$ cat config.mk
export PLATFORM = sky130hd
export DESIGN_NAME = multiplier_arbiter_taint
export DESIGN_NICKNAME = d
export VERILOG_FILES = /design/src/rtl/multiplier_arbiter_taint_pkg.sv /design/src/rtl/multiplier_arbiter_taint_rr_arbiter2_taint.sv /design/src/rtl/multiplier_arbiter_taint.sv
export SDC_FILE = /design/constraint.sdc
export NUM_CORES = 1
export LEC_CHECK = 0
export BUFFER_PORTS_ARGS = -buffer_cell sky130_fd_sc_hd__buf_2
export CAP_MARGIN = 10
export CORE_ASPECT_RATIO = 1.1
export CORE_MARGIN = 10
export CORE_UTILIZATION = 49
export DETAILED_ROUTE_END_ITERATION = 12
export GPL_ROUTABILITY_DRIVEN = 0
export GPL_TIMING_DRIVEN = 0
export PLACE_DENSITY = 0.85
export SETUP_SLACK_MARGIN = 0.1
export SLEW_MARGIN = 20
export SYNTH_ARGS = -nofsm -noshare
export SYNTH_HDL_FRONTEND = slang
export SYNTH_SLANG_ARGS = --single-unit
$ cat constraint.sdc
create_clock -name clk -period 3.7 [get_ports clk]
set_clock_uncertainty 0.2 [all_clocks]
set_input_delay 0.555 -clock clk [delete_from_list [all_inputs] [get_ports clk]]
set_output_delay 0.555 -clock clk [all_outputs]
set_load 0.01 [all_outputs]
$ cat src/rtl/multiplier_arbiter_taint_pkg.sv
// Shared types and constants for the two-client, taint-tracked multiplier arbiter.
package multiplier_arbiter_taint_pkg;

  localparam int unsigned WIDTH  = 4;
  localparam int unsigned PROD_W = 2 * WIDTH;

  localparam logic REQ_ID0 = 1'b0;
  localparam logic REQ_ID1 = 1'b1;

  typedef enum logic [1:0] {
    ST_IDLE  = 2'd0,
    ST_ISSUE = 2'd1,
    ST_WAIT  = 2'd2,
    ST_RESP  = 2'd3
  } state_e;

  typedef struct packed {
    logic [WIDTH-1:0] multiplier;
    logic             multiplier_t;
    logic [WIDTH-1:0] multiplicand;
    logic             multiplicand_t;
  } operands_t;

  typedef struct packed {
    logic [PROD_W-1:0] product;
    logic              product_t;
  } result_t;

  // Select the operand bundle of the requester identified by id.
  function automatic operands_t pick_operands(input logic id, input operands_t op0,
                                              input operands_t op1);
    return (id == REQ_ID1) ? op1 : op0;
  endfunction

endpackage

$ cat src/rtl/multiplier_arbiter_taint_rr_arbiter2_taint.sv
// Two-way round-robin grant with pointer register and conservative grant taint.
module rr_arbiter2_taint
  import multiplier_arbiter_taint_pkg::*;
(
  input  logic       clk,
  input  logic       rst,
  input  logic [1:0] valid,
  input  logic [1:0] valid_t,
  input  logic       accept,
  output logic       gnt_any_c,
  output logic       gnt_id_c,
  output logic       grant_t_c
);

  logic rr_q;
  logic rr_d;

  // Pointer only matters on contention; either valid bit can steer the choice.
  always_comb begin
    gnt_any_c = |valid;
    grant_t_c = |valid_t;
    if (&valid) begin
      gnt_id_c = rr_q;
    end else if (valid[1]) begin
      gnt_id_c = REQ_ID1;
    end else begin
      gnt_id_c = REQ_ID0;
    end
    rr_d = rr_q;
    if (accept && gnt_any_c) begin
      rr_d = ~gnt_id_c;
    end
  end

  always_ff @(posedge clk) begin
    if (rst) begin
      rr_q <= 1'b0;
    end else begin
      rr_q <= rr_d;
    end
  end

endmodule

$ cat src/rtl/multiplier_arbiter_taint.sv
// Shares one sequential multiplier core between two requesters, tracking taint on
// every control output and on the operand/product data paths.
module multiplier_arbiter_taint
  import multiplier_arbiter_taint_pkg::*;
(
  input  logic              clk,
  input  logic              rst,

  input  logic              req0_valid,
  input  logic              req0_valid_t,
  output logic              req0_ready,
  output logic              req0_ready_t,
  input  logic [WIDTH-1:0]  req0_multiplier,
  input  logic              req0_multiplier_t,
  input  logic [WIDTH-1:0]  req0_multiplicand,
  input  logic              req0_multiplicand_t,

  input  logic              req1_valid,
  input  logic              req1_valid_t,
  output logic              req1_ready,
  output logic              req1_ready_t,
  input  logic [WIDTH-1:0]  req1_multiplier,
  input  logic              req1_multiplier_t,
  input  logic [WIDTH-1:0]  req1_multiplicand,
  input  logic              req1_multiplicand_t,

  output logic              resp0_valid,
  output logic              resp0_valid_t,
  input  logic              resp0_ready,
  input  logic              resp0_ready_t,
  output logic              resp1_valid,
  output logic              resp1_valid_t,
  input  logic              resp1_ready,
  input  logic              resp1_ready_t,
  output logic [PROD_W-1:0] resp_product,
  output logic              resp_product_t,

  output logic              mul_start,
  output logic              mul_start_t,
  output logic [WIDTH-1:0]  mul_multiplier,
  output logic              mul_multiplier_t,
  output logic [WIDTH-1:0]  mul_multiplicand,
  output logic              mul_multiplicand_t,
  input  logic [PROD_W-1:0] mul_product,
  input  logic              mul_product_t,
  input  logic              mul_done,
  input  logic              mul_done_t
);

  state_e    state_q, state_d;
  logic      state_t_q, state_t_d;
  logic      gid_q, gid_d;
  logic      grant_t_q, grant_t_d;
  operands_t ops_q, ops_d;
  result_t   res_q, res_d;

  logic      idle;
  logic      busy;
  logic      in_resp;
  logic      accept;
  logic      gnt_any;
  logic      gnt_id;
  logic      grant_t_c;
  logic      rsp_ready;
  logic      rsp_ready_t;
  operands_t req0_ops;
  operands_t req1_ops;

  assign req0_ops = '{multiplier:     req0_multiplier,
                      multiplier_t:   req0_multiplier_t,
                      multiplicand:   req0_multiplicand,
                      multiplicand_t: req0_multiplicand_t};
  assign req1_ops = '{multiplier:     req1_multiplier,
                      multiplier_t:   req1_multiplier_t,
                      multiplicand:   req1_multiplicand,
                      multiplicand_t: req1_multiplicand_t};

  // Ready is suppressed during reset so nothing is accepted on the reset edge.
  assign idle    = (state_q == ST_IDLE) && !rst;
  assign busy    = (state_q != ST_IDLE);
  assign in_resp = (state_q == ST_RESP);
  assign accept  = idle && gnt_any;

  rr_arbiter2_taint u_arb (
    .clk       (clk),
    .rst       (rst),
    .valid     ({req1_valid, req0_valid}),
    .valid_t   ({req1_valid_t, req0_valid_t}),
    .accept    (accept),
    .gnt_any_c (gnt_any),
    .gnt_id_c  (gnt_id),
    .grant_t_c (grant_t_c)
  );

  assign rsp_ready   = (gid_q == REQ_ID1) ? resp1_ready   : resp0_ready;
  assign rsp_ready_t = (gid_q == REQ_ID1) ? resp1_ready_t : resp0_ready_t;

  // Next-state, latches and sticky control taint.
  always_comb begin
    state_d   = state_q;
    state_t_d = state_t_q;
    gid_d     = gid_q;
    grant_t_d = grant_t_q;
    ops_d     = ops_q;
    res_d     = res_q;
    case (state_q)
      ST_IDLE: begin
        if (accept) begin
          state_d   = ST_ISSUE;
          gid_d     = gnt_id;
          grant_t_d = grant_t_c;
          state_t_d = grant_t_c;
          ops_d     = pick_operands(gnt_id, req0_ops, req1_ops);
        end
      end
      ST_ISSUE: begin
        state_d = ST_WAIT;
      end
      ST_WAIT: begin
        state_t_d = state_t_q | mul_done_t;
        if (mul_done) begin
          res_d   = '{product: mul_product, product_t: mul_product_t};
          state_d = ST_RESP;
        end
      end
      ST_RESP: begin
        state_t_d = state_t_q | rsp_ready_t;
        if (rsp_ready) begin
          state_d   = ST_IDLE;
          // A clean exit clears the sticky taint; a tainted one keeps it set.
          state_t_d = rsp_ready_t;
        end
      end
      default: begin
        state_d = ST_IDLE;
      end
    endcase
  end

  always_ff @(posedge clk) begin
    if (rst) begin
      state_q   <= ST_IDLE;
      state_t_q <= 1'b0;
      gid_q     <= REQ_ID0;
      grant_t_q <= 1'b0;
      ops_q     <= '0;
      res_q     <= '0;
    end else begin
      state_q   <= state_d;
      state_t_q <= state_t_d;
      gid_q     <= gid_d;
      grant_t_q <= grant_t_d;
      ops_q     <= ops_d;
      res_q     <= res_d;
    end
  end

  assign req0_ready   = accept && (gnt_id == REQ_ID0);
  assign req1_ready   = accept && (gnt_id == REQ_ID1);
  assign req0_ready_t = idle && grant_t_c;
  assign req1_ready_t = idle && grant_t_c;

  assign mul_start   = (state_q == ST_ISSUE);
  assign mul_start_t = state_t_q;

  // Core operands are held from ISSUE through RESP and forced to zero in IDLE.
  assign mul_multiplier     = busy ? ops_q.multiplier   : '0;
  assign mul_multiplicand   = busy ? ops_q.multiplicand : '0;
  assign mul_multiplier_t   = busy && (ops_q.multiplier_t   || grant_t_q);
  assign mul_multiplicand_t = busy && (ops_q.multiplicand_t || grant_t_q);

  assign resp0_valid    = in_resp && (gid_q == REQ_ID0);
  assign resp1_valid    = in_resp && (gid_q == REQ_ID1);
  assign resp0_valid_t  = state_t_q;
  assign resp1_valid_t  = state_t_q;
  assign resp_product   = in_resp ? res_q.product : '0;
  assign resp_product_t = in_resp && (res_q.product_t || grant_t_q);

endmodule

==> impl_metrics.csv <==
group,metric,value,unit
global_route,grt_overflow,0,
cts,cts_setup_buffers,0,
synth,synth-edff-count,0,
global_route,grt_pass1_wl,6.89,mm
worst_setup_path,crit_buf_inv,4,
min_path,min-delay-start,"res_q[8]",
finish,drive_gt1_frac,0.332,
worst_setup_path,cp-startpoint,"state_q[0]",
power_and_ir_drop,p_int,529,uW
worst_setup_path,worstSetupPathType,"register to output pin",
timing,slew_headroom,0.637,
global_route,grt_pass1_vias,1566,
run_status,status,"finished, final reports clean",
global_route,use_met3,0.0599,
cts,cts.repair.resized,0,
synth,syn-instance-count,177,
finish,multi_input_area,808,sq um
power_and_ir_drop,peakVddDrop,0.312,mV
finish,fill_cells,282,
die,start_util,0.506,
power_and_ir_drop,total_power,878,uW
die,rows,20,
cts,clkTransAtPathRegs,0.14,ns
synth,synthDistinctLibCells,33,
worst_setup_path,slowest_stage,"clkbuf_1",
timing,fin_hold_ws,0.262,ns
timing,tightest_slew,0.542,ns
global_route,grt_util_met1,0.170,
finish,fin_util,0.657,
finish,regArea,500,sq um
die,io_pins,70,
finish,antennaDiodeCount,0,
placed_design,port_buffers,69,
finish,final_nets,297,
detailed_routing,via_count,1536,
synth,yosys.area.top_type,"dfxtp_1",
global_route,grt.busiest_layer,"met2",
power_and_ir_drop,clkPwrFrac,0.136,
timing,setup_viol,0,
power_and_ir_drop,swShare,0.397,
global_route,grt_util_all_layers,0.144,
timing,tns,0,ns
cts,clk_path_buf_depth,2,
synth,syn-cell-area,1390,sq um
cts,cts_buffers,3,
global_route,gr-usage-met2,0.237,
timing,setup_slack,0.878,ns
die,die_w,70.9,um
worst_setup_path,end_kind,"output pin",
worst_setup_path,r2r-start,"state_q[0]",
detailed_routing,wl_per_cell,14.6,um
detailed_routing,routed_wl,4.14,mm
cts,cts_max_level,1,
cts,cts_hold_buf,0,
synth,yosys-top-cells-area,"dfxtp_1 36%, nand3_1 7.2%, a31oi_1 4.5%, and2_1 4.5%, ha_1 4.5%",
global_route,antenna_found_initial,0,
synth,synth_flop_cell,"dfxtp_1",
cts,cts_tree,"built",
synth,synth_top_area_frac,0.359,
worst_setup_path,crit_family,"buffers and inverters",
synth,ys_ff_latch,25,
worst_setup_path,path_cells,"inv_1, ha_1, clkbuf_1, buf_2, nand3_1, nor2_1, buf_2",
power_and_ir_drop,seqPwrFrac,0.395,
worst_setup_path,cp_max_fo,10,
worst_setup_path,crit_top_cell,"buf_2",
job,cap_viol_max_count,0,
detailed_routing,drc_errors,0,
detailed_routing,via_per_inst,5.43,
timing,fin_crit_sh,0.763,
power_and_ir_drop,p_sw,349,uW
synth,yosys_warnings,0,
detailed_routing,dr.pass1.iters,4,
finish,area_growth,29.7,%
synth,synthTopCellsByCount,"25 x dfxtp_1, 20 x nand3_1, 13 x nand2_1",
detailed_routing,initialDrtViolationCount,65,
global_route,grt_max_degree,15,
min_path,hp-class,"register to register",
power_and_ir_drop,comb_power_share,0.469,
timing,hold_viol_final,0,
die,core,2750,sq um
synth,yosysMostFrequentCell,"dfxtp_1",
cts,clk_latency,0.30,ns
placed_design,dp_hpwl,3.28,mm
timing,rsz0062_at_grt,"false",
worst_setup_path,worst_path_largest_cell_delay,0.36,ns
placed_design,pre_cts_slack,1.22,ns
worst_setup_path,arrival,2.07,ns
power_and_ir_drop,power_density,485,nW/um^2
cts,cts.sinks,25,
worst_setup_path,cp.required,2.94,ns
synth,synth_nets,223,
power_and_ir_drop,leakage,0.822,nW
die,die_y,75.9,um
detailed_routing,ant_nets,0,
worst_setup_path,start_kind,"register",
synth,yosysSeqAreaShare,0.359,
cts,root_buffer,"clkbuf_4",
timing,max_freq,354,MHz
timing,drv_slew,0,
synth,syn_area_per_cell,7.87,sq um
die,die-area,5380,sq um
synth,async_reset_ff_frac,0,
timing,finalCriticalPeriod,2.82,ns
tightest hold or removal path: stages (launching register included):
cell and delay [ns]:
dfxtp_1 0.33, nand2_1 0.05, a21oi_1 0.05
per-stage QoR:
stage                     std cells  area, sq um
final                           283         1810
after detailed placement        279         1780
after global placement          279         1780
after floorplan                 177         1390
after global routing            283         1810
after CTS                       283         1810
final cells by class:
type                    count  area share
plain buffers              17      0.0429
inverters                   2     0.00415
repair buffers             69       0.191
flip-flops and latches     25       0.277
clock buffers               3      0.0125
clock inverters             1     0.00277
multi-input cells         133       0.447
well taps                  33      0.0228
logic make-up (layout without fill, tap and decap cells):
group                      after synthesis  after routing  synth area share
DFF                                     25             25             0.359
muxes                                    4              4            0.0296
buffers and inverters                   19             92            0.0610
and+or+nand+nor                         81             81             0.311
adders and majority gates                5              5            0.0449
AOI/OAI and AO/OA                       43             43             0.194
placed cells by master, fill, tap and decap left out, types with 2 or more instances in the layout:
cell,synthesis,final
a21oi_1,11,11
a221oi_1,2,2
a31oi_1,10,10
and2_1,10,10
buf_2,2,71
buf_4,3,3
clkbuf_1,11,11
clkbuf_4,0,3
dfxtp_1,25,25
ha_1,5,5
inv_1,2,2
mux2i_1,3,3
nand2_1,13,13
nand2b_1,5,5
nand3_1,20,20
nand4_1,10,10
nor2_1,9,9
nor2b_1,9,9
o21a_1,2,2
o21ai_0,11,11
state kept, by name, summed over array words and instances, names as in the netlist:
signal / cells
mul_start_t: 1
ops_q: 10
state_q: 2
u_arb.rr_q: 1
grant_t_q: 1
res_q: 9
gid_q: 1
final timing paths:
kind | slack, ns | end | depth (start not counted)
worst max-delay path | 0.88 | req1_ready | 7
worst min-delay path | 0.26 | res_q[8] | 2
worst max register to register | 1.76 | state_q[0] | 5
worst min register to register | 0.26 | res_q[8] | 2
routing by layer:
| metal | share of wire | routed length (um) | vias up |
|---|---|---|---|
| li1 | - | - | 774 |
| met1 | 0.42 | 1720 | 706 |
| met2 | 0.48 | 1980 | 54 |
| met3 | 0.10 | 425 | 2 |
| met4 | 0.0041 | 17 | 0 |
| met5 | 0 | 0 | - |
power by group through the flow:
stage	Combinational, mW	Clock [mW]	Sequential, mW
2_1_floorplan	0.285	0	0.347
3_3_place_gp	0.404	0	0.351
3_5_place_dp	0.415	0	0.353
4_1_cts	0.416	0.121	0.347
5_1_grt	0.463	0.135	0.355
6_report	0.411	0.119	0.347
No activity file was read; power rests on OpenSTA's default activity.
